===== config.mk =====
export PLATFORM = sky130hd
export DESIGN_NAME = instruction_encoder
export DESIGN_NICKNAME = d
export VERILOG_FILES = /design/src/rtl/instruction_encoder_pkg.sv /design/src/rtl/instruction_encoder_packer.sv /design/src/rtl/instruction_encoder.sv
export SDC_FILE = /design/constraint.sdc
export NUM_CORES = 1
export LEC_CHECK = 0
export CORE_UTILIZATION = 50
export DETAILED_ROUTE_END_ITERATION = 8
export GPL_TIMING_DRIVEN = 1
export MAX_ROUTING_LAYER = met4
export PLACE_DENSITY = 0.89
export SLEW_MARGIN = 20
export SYNTH_ARGS = -nofsm -noshare
export SYNTH_HDL_FRONTEND = slang
export SYNTH_HIERARCHICAL = 1
export SYNTH_SLANG_ARGS = --single-unit

===== constraint.sdc =====
create_clock -name clk -period 3.7 [get_ports clk]
set_clock_uncertainty 0.05 [all_clocks]
set_input_delay 0.74 -clock clk [delete_from_list [all_inputs] [get_ports clk]]
set_output_delay 0.74 -clock clk [all_outputs]
set_load 0.01 [all_outputs]

===== src/rtl/instruction_encoder_pkg.sv =====
// instruction_encoder_pkg: RV32I format codes, opcodes and immediate range check
package instruction_encoder_pkg;
  typedef enum logic [2:0] {
    FMT_R = 3'd0,
    FMT_I = 3'd1,
    FMT_S = 3'd2,
    FMT_B = 3'd3,
    FMT_U = 3'd4,
    FMT_J = 3'd5
  } fmt_e;
  localparam logic [6:0] OP_LUI    = 7'b0110111;
  localparam logic [6:0] OP_AUIPC  = 7'b0010111;
  localparam logic [6:0] OP_JAL    = 7'b1101111;
  localparam logic [6:0] OP_JALR   = 7'b1100111;
  localparam logic [6:0] OP_BRANCH = 7'b1100011;
  localparam logic [6:0] OP_LOAD   = 7'b0000011;
  localparam logic [6:0] OP_STORE  = 7'b0100011;
  localparam logic [6:0] OP_IMM    = 7'b0010011;
  localparam logic [6:0] OP_REG    = 7'b0110011;
  typedef struct packed {
    logic [2:0]  fmt;
    logic [6:0]  opcode;
    logic [4:0]  rd;
    logic [4:0]  rs1;
    logic [4:0]  rs2;
    logic [2:0]  funct3;
    logic [6:0]  funct7;
    logic [31:0] imm;
  } req_t;
  // high bits must be a pure sign extension; branch/jump targets must be even
  function automatic logic imm_err(input logic [2:0] fmt, input logic [31:0] imm);
    case (fmt)
      FMT_R:        return 1'b0;
      FMT_I, FMT_S: return !((&imm[31:11]) || !(|imm[31:11]));
      FMT_B:        return !((&imm[31:12]) || !(|imm[31:12])) || imm[0];
      FMT_J:        return !((&imm[31:20]) || !(|imm[31:20])) || imm[0];
      FMT_U:        return |imm[11:0];
      default:      return 1'b1;
    endcase
  endfunction
endpackage


===== src/rtl/instruction_encoder_packer.sv =====
// imm_field_packer: combinational fmt + fields + immediate -> RV32I instruction word
module imm_field_packer
  import instruction_encoder_pkg::*;
(
  input  logic [2:0]  fmt,
  input  logic [6:0]  opcode,
  input  logic [4:0]  rd,
  input  logic [4:0]  rs1,
  input  logic [4:0]  rs2,
  input  logic [2:0]  funct3,
  input  logic [6:0]  funct7,
  input  logic [31:0] imm,
  output logic [31:0] instr
);
  always_comb begin
    instr = '0;
    case (fmt)
      FMT_R:   instr = {funct7, rs2, rs1, funct3, rd, opcode};
      FMT_I:   instr = {imm[11:0], rs1, funct3, rd, opcode};
      FMT_S:   instr = {imm[11:5], rs2, rs1, funct3, imm[4:0], opcode};
      FMT_B:   instr = {imm[12], imm[10:5], rs2, rs1, funct3, imm[4:1], imm[11], opcode};
      FMT_U:   instr = {imm[31:12], rd, opcode};
      FMT_J:   instr = {imm[20], imm[10:1], imm[11], imm[19:12], rd, opcode};
      default: instr = '0;
    endcase
  end
endmodule


===== src/rtl/instruction_encoder.sv =====
// instruction_encoder: 2-stage valid/ready RV32I encoder with range check and saturating stats
module instruction_encoder
  import instruction_encoder_pkg::*;
#(
  parameter int CNT_W = 16
) (
  input  logic             clk,
  input  logic             reset,
  input  logic             in_valid,
  output logic             in_ready,
  input  logic [2:0]       in_fmt,
  input  logic [6:0]       in_opcode,
  input  logic [4:0]       in_rd,
  input  logic [4:0]       in_rs1,
  input  logic [4:0]       in_rs2,
  input  logic [2:0]       in_funct3,
  input  logic [6:0]       in_funct7,
  input  logic [31:0]      in_imm,
  output logic             out_valid,
  input  logic             out_ready,
  output logic [31:0]      out_instr,
  output logic             out_err,
  output logic [CNT_W-1:0] enc_count,
  output logic [CNT_W-1:0] err_count
);
  req_t        s1_req;
  logic        s1_valid;
  logic        s1_err;
  logic        s2_open;
  logic        s1_advance;
  logic        out_hs;
  logic [31:0] packed_word;
  assign s2_open    = !out_valid || out_ready;
  assign s1_advance = s1_valid && s2_open;
  assign in_ready   = !s1_valid || s1_advance;
  assign out_hs     = out_valid && out_ready;
  imm_field_packer u_packer (
    .fmt    (s1_req.fmt),
    .opcode (s1_req.opcode),
    .rd     (s1_req.rd),
    .rs1    (s1_req.rs1),
    .rs2    (s1_req.rs2),
    .funct3 (s1_req.funct3),
    .funct7 (s1_req.funct7),
    .imm    (s1_req.imm),
    .instr  (packed_word)
  );
  always_ff @(posedge clk) begin
    if (reset) begin
      s1_valid  <= 1'b0;
      s1_err    <= 1'b0;
      s1_req    <= '0;
      out_valid <= 1'b0;
      out_instr <= '0;
      out_err   <= 1'b0;
      enc_count <= '0;
      err_count <= '0;
    end else begin
      if (in_ready) begin
        s1_valid <= in_valid;
        if (in_valid) begin
          s1_req <= '{fmt: in_fmt, opcode: in_opcode, rd: in_rd, rs1: in_rs1, rs2: in_rs2,
                      funct3: in_funct3, funct7: in_funct7, imm: in_imm};
          s1_err <= imm_err(in_fmt, in_imm);
        end
      end
      if (s2_open) begin
        out_valid <= s1_valid;
        if (s1_valid) begin
          out_instr <= packed_word;
          out_err   <= s1_err;
        end
      end
      if (out_hs && !(&enc_count)) enc_count <= enc_count + CNT_W'(1);
      if (out_hs && out_err && !(&err_count)) err_count <= err_count + CNT_W'(1);
    end
  end
endmodule


## Word level (Yosys, flattened, before mapping)

Index checks and enable logic that the tools add are counted.

| storage, ports and cells | value |
|---|---|
| word-level logic and storage cells | 65 |
| output and inout port bits | 67 |
| flip-flop bits (word level) | 135 |

| cells by class | value |
|---|---|
| reduce and logical (&&, ||, !) cells | 36 |
| multiplexer cells | 2 |
| equal/unequal tests | 10 |
| $add $sub $neg | 2 |

Operators with widths:

| operator | count |
|---|---|
| $pmux 32 s6 | 1 |
| $add 16x1->16 const B | 2 |
| $reduce_and 16->1 | 2 |
| $reduce_or 12->1 | 2 |
| $reduce_and 21->1 | 1 |
| $reduce_or 21->1 | 1 |
| $reduce_and 20->1 | 1 |
| $reduce_or 20->1 | 1 |
| $eq 3x2->1 const B | 4 |
| $eq 3x3->1 const B | 4 |
| $reduce_and 12->1 | 1 |
| $logic_not 1->1 | 10 |
| $logic_or 1x1->1 | 7 |
| $eq 3x1->1 const B | 2 |
| $logic_not 3->1 | 2 |
| $logic_and 1x1->1 | 5 |
| $pmux 1 s5 | 1 |
| $reduce_and 2->1 | 2 |
| $reduce_or 2->1 | 1 |

## Logic depth before layout (Yosys ltp)

Gate-level depths: netlist of run 1.

| depth | value |
|---|---|
| depth after elaboration | 6 |
| gate-level depth with buffers | 8 |
| depth with buffers taken out | 6 |

## By module

The synthesis of run 1 kept the hierarchy.

Modules (own cells, without submodules):

| module | cells an instance | sequential area each (um^2) | instances | area an instance (um^2) |
|---|---|---|---|---|
| instruction_encoder | 665 | 2702.6 | 1 | 5436.5 |
| imm_field_packer | 88 | 0.0 | 1 | 558.0 |

## Worst setup path after synthesis of run 1

Ideal clock, no wire load.

| path | value |
|---|---|
| path type | input to register |
| start | input port out_ready |
| end | register err_count[13] |
| library setup time | 0.121 ns |
| arrival time | 1.905 ns |
| setup slack | 1.623 ns |
| stages | 6 |
| path buffers | 1 |
| required time | 3.529 ns |
| cells stage by stage | nand3_4 -> or2_1 -> buf_6 -> nor3b_2 -> and3_1 -> mux2_4 |

| between the ends | value |
|---|---|
| cells in the longest elaborated chain, start to end | 3 |

RTL lines:

| what | RTL line | source |
|---|---|---|
| start, declared | instruction_encoder.sv:20 | `input logic out_ready,` |
| $logic_and 1x1->1 | instruction_encoder.sv:36 | `assign out_hs = out_valid && out_ready;` |
| $logic_and 1x1->1 (2 in a row) | instruction_encoder.sv:75 | `if (out_hs && out_err && !(&err_count)) err_count <= err_count + CNT_W'(1);` |
| end signal, assigned | instruction_encoder.sv:75 |  |
| end, declared | instruction_encoder.sv:24 | `output logic [CNT_W-1:0] err_count` |

Every way passes these cells.
A chain may end at the register's enable or synchronous reset.

## Worst setup path after layout of run 1

| path | value |
|---|---|
| start | input port out_ready |
| end | output port in_ready |

| between the ends | value |
|---|---|
| cells in the longest elaborated chain, start to end | 3 |

RTL lines:

| what | RTL line | source |
|---|---|---|
| $logic_or 1x1->1 | instruction_encoder.sv:33 | `assign s2_open = !out_valid \|\| out_ready;` |
| $logic_and 1x1->1 | instruction_encoder.sv:34 | `assign s1_advance = s1_valid && s2_open;` |
| $logic_or 1x1->1 | instruction_encoder.sv:35 | `assign in_ready = !s1_valid \|\| s1_advance;` |
| end, declared | instruction_encoder.sv:10 | `output logic in_ready,` |

Every way passes these cells.

==> results.sh, run 1 <==
export IMPL_yosys_warnings=6
export IMPL_viasPerCell=5.612
export IMPL_status="finished with violations"
export IMPL_initial_core_util_pct=51.83
export IMPL_clkTransAtPathRegs_ps=50
export IMPL_grt_overflow=0
export IMPL_root_buffer="clkbuf_16"
export IMPL_area_growth_pct=33.02
export IMPL_min_period_ps=3042
export IMPL_num_vias=5730
export IMPL_path_class="input pin to output port"
export IMPL_crit_arrival_ps=2250
export IMPL_synth_area_leader_cell="dfxtp_1"
export IMPL_insertion_delay_ps=410
export IMPL_synth_net_count=826
export IMPL_seq_area_frac_synth_pct=45.08
export IMPL_clock_path_buffers=2
export IMPL_drt_iter0_markers=519
export IMPL_layout_nets=938
export IMPL_grt_pass1_vias=5268
export IMPL_final_core_util_pct=68.95
export IMPL_synth_top_area_share_pct=45.08
export IMPL_p_leak_nw=2.756
export IMPL_grt_setup_unrepaired="no"
export IMPL_power_density_mw_per_mm2=455.8
export IMPL_diodes=0
export IMPL_grt_first_pass_wirelength_um=25950
export IMPL_ff2ff_setup_slack_ps=1340
export IMPL_clock_sinks=135
export IMPL_synth_top_family_by_area="simple AND/OR/NAND/NOR gates"
export IMPL_ios=138
export IMPL_fmax_ghz=0.3287
export IMPL_dr_pass1_iters=7
export IMPL_track_usage_pct=26.79
export IMPL_critPathLaunchType="input pin"
export IMPL_ir_drop_mv=0.3429
export IMPL_htree_levels=4
export IMPL_cts_tree="yes"
export IMPL_max_cap_violations=0
export IMPL_setup_tns_ps=0
export IMPL_crit_required_ps=2910
export IMPL_wl_per_cell_um=15.16
export IMPL_die_width_um=111.5
export IMPL_max_slew_margin_pct=36.86
export IMPL_cts_buffers=17
export IMPL_final_hold_viol_count=0
export IMPL_drive_above_1_share_pct=6.948
export IMPL_synthArstFlopShare_pct=0
export IMPL_avgSynthCellArea_um2=7.961
export IMPL_ys_seq_elements=135
export IMPL_core_area_mm2=0.01156
export IMPL_port_buffer_count=137
export IMPL_antenna_found_initial=0
export IMPL_post_cts_setup_buffer_count=0
export IMPL_wirelength_um=15480
export IMPL_tightest_slew_ps=947.1
export IMPL_netlist_area_mm2=0.005994
export IMPL_synth_simple_area_share_pct=24.80
export IMPL_slew_violations=0
export IMPL_hold_path_class="flop to flop"
export IMPL_synth_edff_count=0
export IMPL_postCtsHoldBufs=0
export IMPL_crit_fanout=5
export IMPL_ys_types=57
export IMPL_cts_resized_gates=0
export IMPL_grt_max_degree=90
export IMPL_die_h_um=111.5
export IMPL_synth_xor_area_share_pct=2.922
export IMPL_drtAntennaViolNets=0
export IMPL_synth_area_leaders="dfxtp_1, nand2_1, a21oi_1"
export IMPL_synthCells=753
export IMPL_dieArea_mm2=0.01243
export IMPL_rows=39
export IMPL_route_detailed_drc=8
export IMPL_violations="design-rule violations"
export IMPL_synth_mux_area_share_pct=1.858
export IMPL_cp_end_kind="output port"
export IMPL_synth_flop_cell="dfxtp_1"
export IMPL_synthAdderAreaFrac_pct=0.4174
export IMPL_place_congestion=0.8380
export IMPL_synth_compound_area_share_pct=19.41
export IMPL_dp_hpwl_um=10160
export IMPL_timing_final_crit_share_pct=82.22
export IMPL_finalSetupViolations=0
-- critical path, stage by stage --
cell	delay, ps
clkdlybuf4s50_1	560
and2b_2	280
nand2_1	130
clkdlybuf4s50_1	550
-- synthesized netlist by cell type (2+ instances only) --
cell / number
and4_1: 3
mux2_4: 2
buf_4: 2
o21ai_0: 10
or3_1: 5
o2bb2ai_1: 4
nand3_1: 12
o211ai_1: 2
nand4_1: 9
and3_1: 4
o41ai_1: 2
a22o_1: 6
a21oi_1: 113
buf_6: 8
dfxtp_1: 135
o21ai_1: 6
or4_1: 6
xnor2_1: 15
nand2_1: 227
nor4_1: 7
buf_2: 15
o31ai_1: 4
xor2_1: 5
o22ai_1: 6
nor2b_1: 5
nand3_4: 2
nor3_1: 2
a2111oi_4: 2
ha_1: 2
a211oi_1: 5
mux2i_1: 7
nor2_1: 34
a2111oi_2: 2
a22oi_1: 17
and2_1: 8
inv_1: 13
clkbuf_1: 26
-- cell usage in the layout (no fill, tap or decap), types with 4 or more instances in the layout --
cell	count
a211oi_1	5
a21oi_1	113
a22o_1	6
a22oi_1	17
and2_1	7
and3_1	4
buf_4	6
clkbuf_16	17
clkbuf_8	4
clkdlybuf4s50_1	136
dfxtp_1	135
inv_1	13
mux2i_1	7
nand2_1	226
nand3_1	12
nand4_1	9
nor2_1	34
nor2b_1	4
nor4_1	7
o21ai_0	10
o21ai_1	6
o22ai_1	6
o2bb2ai_1	4
o31ai_1	4
or3_1	5
or4_1	6
xnor2_1	15
xor2_1	5
-- area by class of cell --
| cell class | instances | area (µm²) |
|---|---|---|
| inverter | 14 | 52.55 |
| clock buffer | 21 | 480.5 |
| clock inverter | 11 | 145.1 |
| tap | 143 | 178.9 |
| multi-input combinational | 553 | 2968 |
| fill | 894 | 3591 |
| timing repair buffer | 144 | 1446 |
| sequential | 135 | 2703 |
-- cells by family after synthesis --
group                    count (synthesis)
buffers and inverters                   65
multiplexers                            10
flip-flops                             135
AND/OR/NAND/NOR                        334
AO/OA/AOI/OAI                          187
XOR/XNOR                                20
adder cells (fa/ha/maj)                  2
-- per-stage QoR --
step | power [W] | setup slack, ps | instance area, µm² | hold WS (ps) | std cells
final | 0.003634 | 658.0 | 7974 | 396.2 | 1021
after global routing | 0.003768 | 614.4 | 7974 | 417.8 | 1021
after CTS | 0.003655 | 660.2 | 7974 | 399.6 | 1021
after detailed placement | 0.001893 | 668.9 | 7348 | 392.1 | 989
after global placement | 0.001886 | 690.2 | 7348 | 387.6 | 989
after floorplan | 0.001740 | 1623 | 5995 | 381.7 | 753
-- registers in the layout (all words and copies together) (netlist names) --
name and count:
s1_err 1, out_instr 32, enc_count 16, s1_valid 1, s1_req 67, err_count 16
out_valid 1, out_err 1
-- power breakdown --
part	total, W	internal (W)	switching, W
sequential	0.00155	0.00151	0.0000409
clock	0.00177	0.00113	0.000635
combinational	0.000320	0.000153	0.000167
-- path summary, 6_finish.rpt --
check	cells past startpoint	from	end
min reg2reg	2	s1_req[58]	s1_req[58]
min	2	s1_req[58]	s1_req[58]
max	4	out_ready	in_ready
max reg2reg	6	err_count[0]	err_count[13]
-- routing by layer --
layer  global-route usage (%)  part of all wire (%)  up-vias
met1                    34.41                    44     2669
met2                    41.67                    48      224
met4                    9.189                   1.8        0
li1                         -                     -     2810
met3                    5.879                   6.1       27
met5                        -                     0        -
(Power assumes the default switching activity.)
==> run 2, diff against run 1 <==
Settings changed: CORE_UTILIZATION 50 to 45, PLACE_DENSITY 0.89 to 0.85.
Clock period 3.7 ns to 2.6 ns, I/O delays scaled along.
==> run 2 against run 1 <==
Cell count rose by 3.8%. Non-clock buffer count rose by 11. Critical path depth did not move. Routed wire length fell by 0.44%. First-iteration DRC count rose by 15%. Global-route usage fell by 3.0 points. Highest routed layer unchanged. Combinational power rose by 47%. Largest cell class unchanged. The flow now finishes without violations. Sequential cell count did not move. Design area rose by 0.71%. Sequential power rose by 42%. Clock power rose by 25%. Critical path type unchanged.
==> results.sh, run 2 (same netlist as run 1, synthesis figures left out) <==
export IMPL_status="finished clean"
export IMPL_layout_nets=949
export IMPL_grt_pass1_vias=5175
export IMPL_final_common_cell="nand2_1"
export IMPL_rows=41
export IMPL_die_width_um=117.4
export IMPL_wl_per_cell_um=14.54
export IMPL_htree_levels=4
export IMPL_place_congestion=0.8306
export IMPL_ios=138
export IMPL_power_density_mw_per_mm2=609.1
export IMPL_top_regs="s1_req x67, out_instr x32"
export IMPL_max_cap_violations=0
export IMPL_max_slew_margin_pct=61.59
export IMPL_worst_path_max_delay_cell="clkdlybuf4s50_1"
export IMPL_multi_input_area_mm2=0.002968
export IMPL_wirelength_um=15410
export IMPL_hold_path_class="flop to flop"
export IMPL_grt_max_degree=70
export IMPL_postCtsHoldBufs=0
export IMPL_tightest_slew_ps=576.1
export IMPL_largest_register_ff_count=67
export IMPL_drtAntennaViolNets=0
export IMPL_viasPerCell=5.335
export IMPL_core_area_mm2=0.01282
export IMPL_timing_final_crit_share_pct=94.03
export IMPL_critPathLaunchType="input pin"
export IMPL_diodes=0
export IMPL_grt_first_pass_wirelength_um=25670
export IMPL_instances_no_fill=1060
export IMPL_slew_violations=0
export IMPL_final_hold_viol_count=0
export IMPL_seq_area_mm2=0.002703
export IMPL_fillers=1130
export IMPL_insertion_delay_ps=410
export IMPL_final_cell_mix="nand2_1, clkdlybuf4s50_1, dfxtp_1"
export IMPL_cts_tree="yes"
export IMPL_crit_fanout=3
export IMPL_p_leak_nw=2.788
export IMPL_track_usage_pct=23.82
export IMPL_dieArea_mm2=0.01379
export IMPL_dr_pass1_iters=5
export IMPL_top_register="s1_req"
export IMPL_clkTransAtPathRegs_ps=50
export IMPL_antenna_found_initial=0
export IMPL_initial_core_util_pct=46.74
export IMPL_die_h_um=117.4
export IMPL_path_class="input pin to output port"
export IMPL_drive_above_1_share_pct=7.770
export IMPL_crit_required_ps=2030
export IMPL_finalSetupViolations=0
export IMPL_ir_drop_mv=0.4066
export IMPL_grt_setup_unrepaired="no"
export IMPL_drt_iter0_markers=598
export IMPL_min_period_ps=2445
export IMPL_clock_sinks=135
export IMPL_route_detailed_drc=0
export IMPL_area_growth_pct=33.96
export IMPL_grt_overflow=0
export IMPL_placed_cells_incl_taps=1029
export IMPL_power_w=0.004892
export IMPL_fmax_ghz=0.4091
export IMPL_place_ws_ps=164.4
export IMPL_dpl_cell_area_mm2=0.007480
export IMPL_port_buffer_count=137
export IMPL_root_buffer="clkbuf_16"
export IMPL_dp_hpwl_um=10620
export IMPL_crit_chain="clkdlybuf4s50_1 -> and2b_2 -> nand2_1 -> clkdlybuf4s50_1"
export IMPL_setup_ws_ps=155.3
export IMPL_clock_path_buffers=2
export IMPL_crit_top_cell="clkdlybuf4s50_1"
export IMPL_crit_arrival_ps=1870
export IMPL_cp_end_kind="output port"
export IMPL_cts_buffers=17
export IMPL_stdcell_area_mm2=0.008030
export IMPL_cts_resized_gates=0
export IMPL_setup_tns_ps=0
export IMPL_post_cts_setup_buffer_count=0
export IMPL_slowest_delay_ps=540
export IMPL_num_vias=5655
[run 2: layout make-up]
class | instances | share of cell area (%)
timing repair buffer | 155 | 19.20
sequential | 135 | 33.66
multi-input combinational | 553 | 36.96
tap | 172 | 2.680
inverter | 14 | 0.6544
clock buffer | 22 | 5.905
clock inverter | 9 | 0.9505
[run 2: stage by stage]
step | hold WS (ps) | util [%]
final | 399.4 | 62.61
after floorplan | 381.7 | -
after CTS | 400.8 | 62.61
after global routing | 416.0 | 62.61
after detailed placement | 393.3 | 58.32
after global placement | 386.7 | 58.32
[run 2: worst paths after layout]
| path | start | to | cells past startpoint | slack (ps) |
|---|---|---|---|---|
| setup / recovery | out_ready | in_ready | 4 | 160 |
| hold / removal | s1_req[63] | s1_req[63] | 2 | 400 |
| setup reg to reg | err_count[3] | err_count[13] | 5 | 570 |
| hold reg to reg | s1_req[63] | s1_req[63] | 2 | 400 |
[run 2: worst max-delay path, delay by kind of cell]
| family | cells | cell delay [ps] |
|---|---|---|
| buffers and inverters | 2 | 1020 |
| AND/OR/NAND/NOR | 2 | 330 |
[run 2: power by group]
group / total [W] / switching [W] / internal [W]
Clock: 0.00222 / 0.000850 / 0.00137
Combinational: 0.000472 / 0.000244 / 0.000227
Sequential: 0.00220 / 0.0000488 / 0.00215
Total: 0.00489 / 0.00114 / 0.00375
[run 2: layer usage]
layer,global-route usage [%],vias to the layer above,share of wire [%]
met2,38.28,194,48
met5,-,-,0
met3,4.718,14,6.0
met4,7.630,0,0.97
met1,29.98,2619,45
li1,-,2828,-
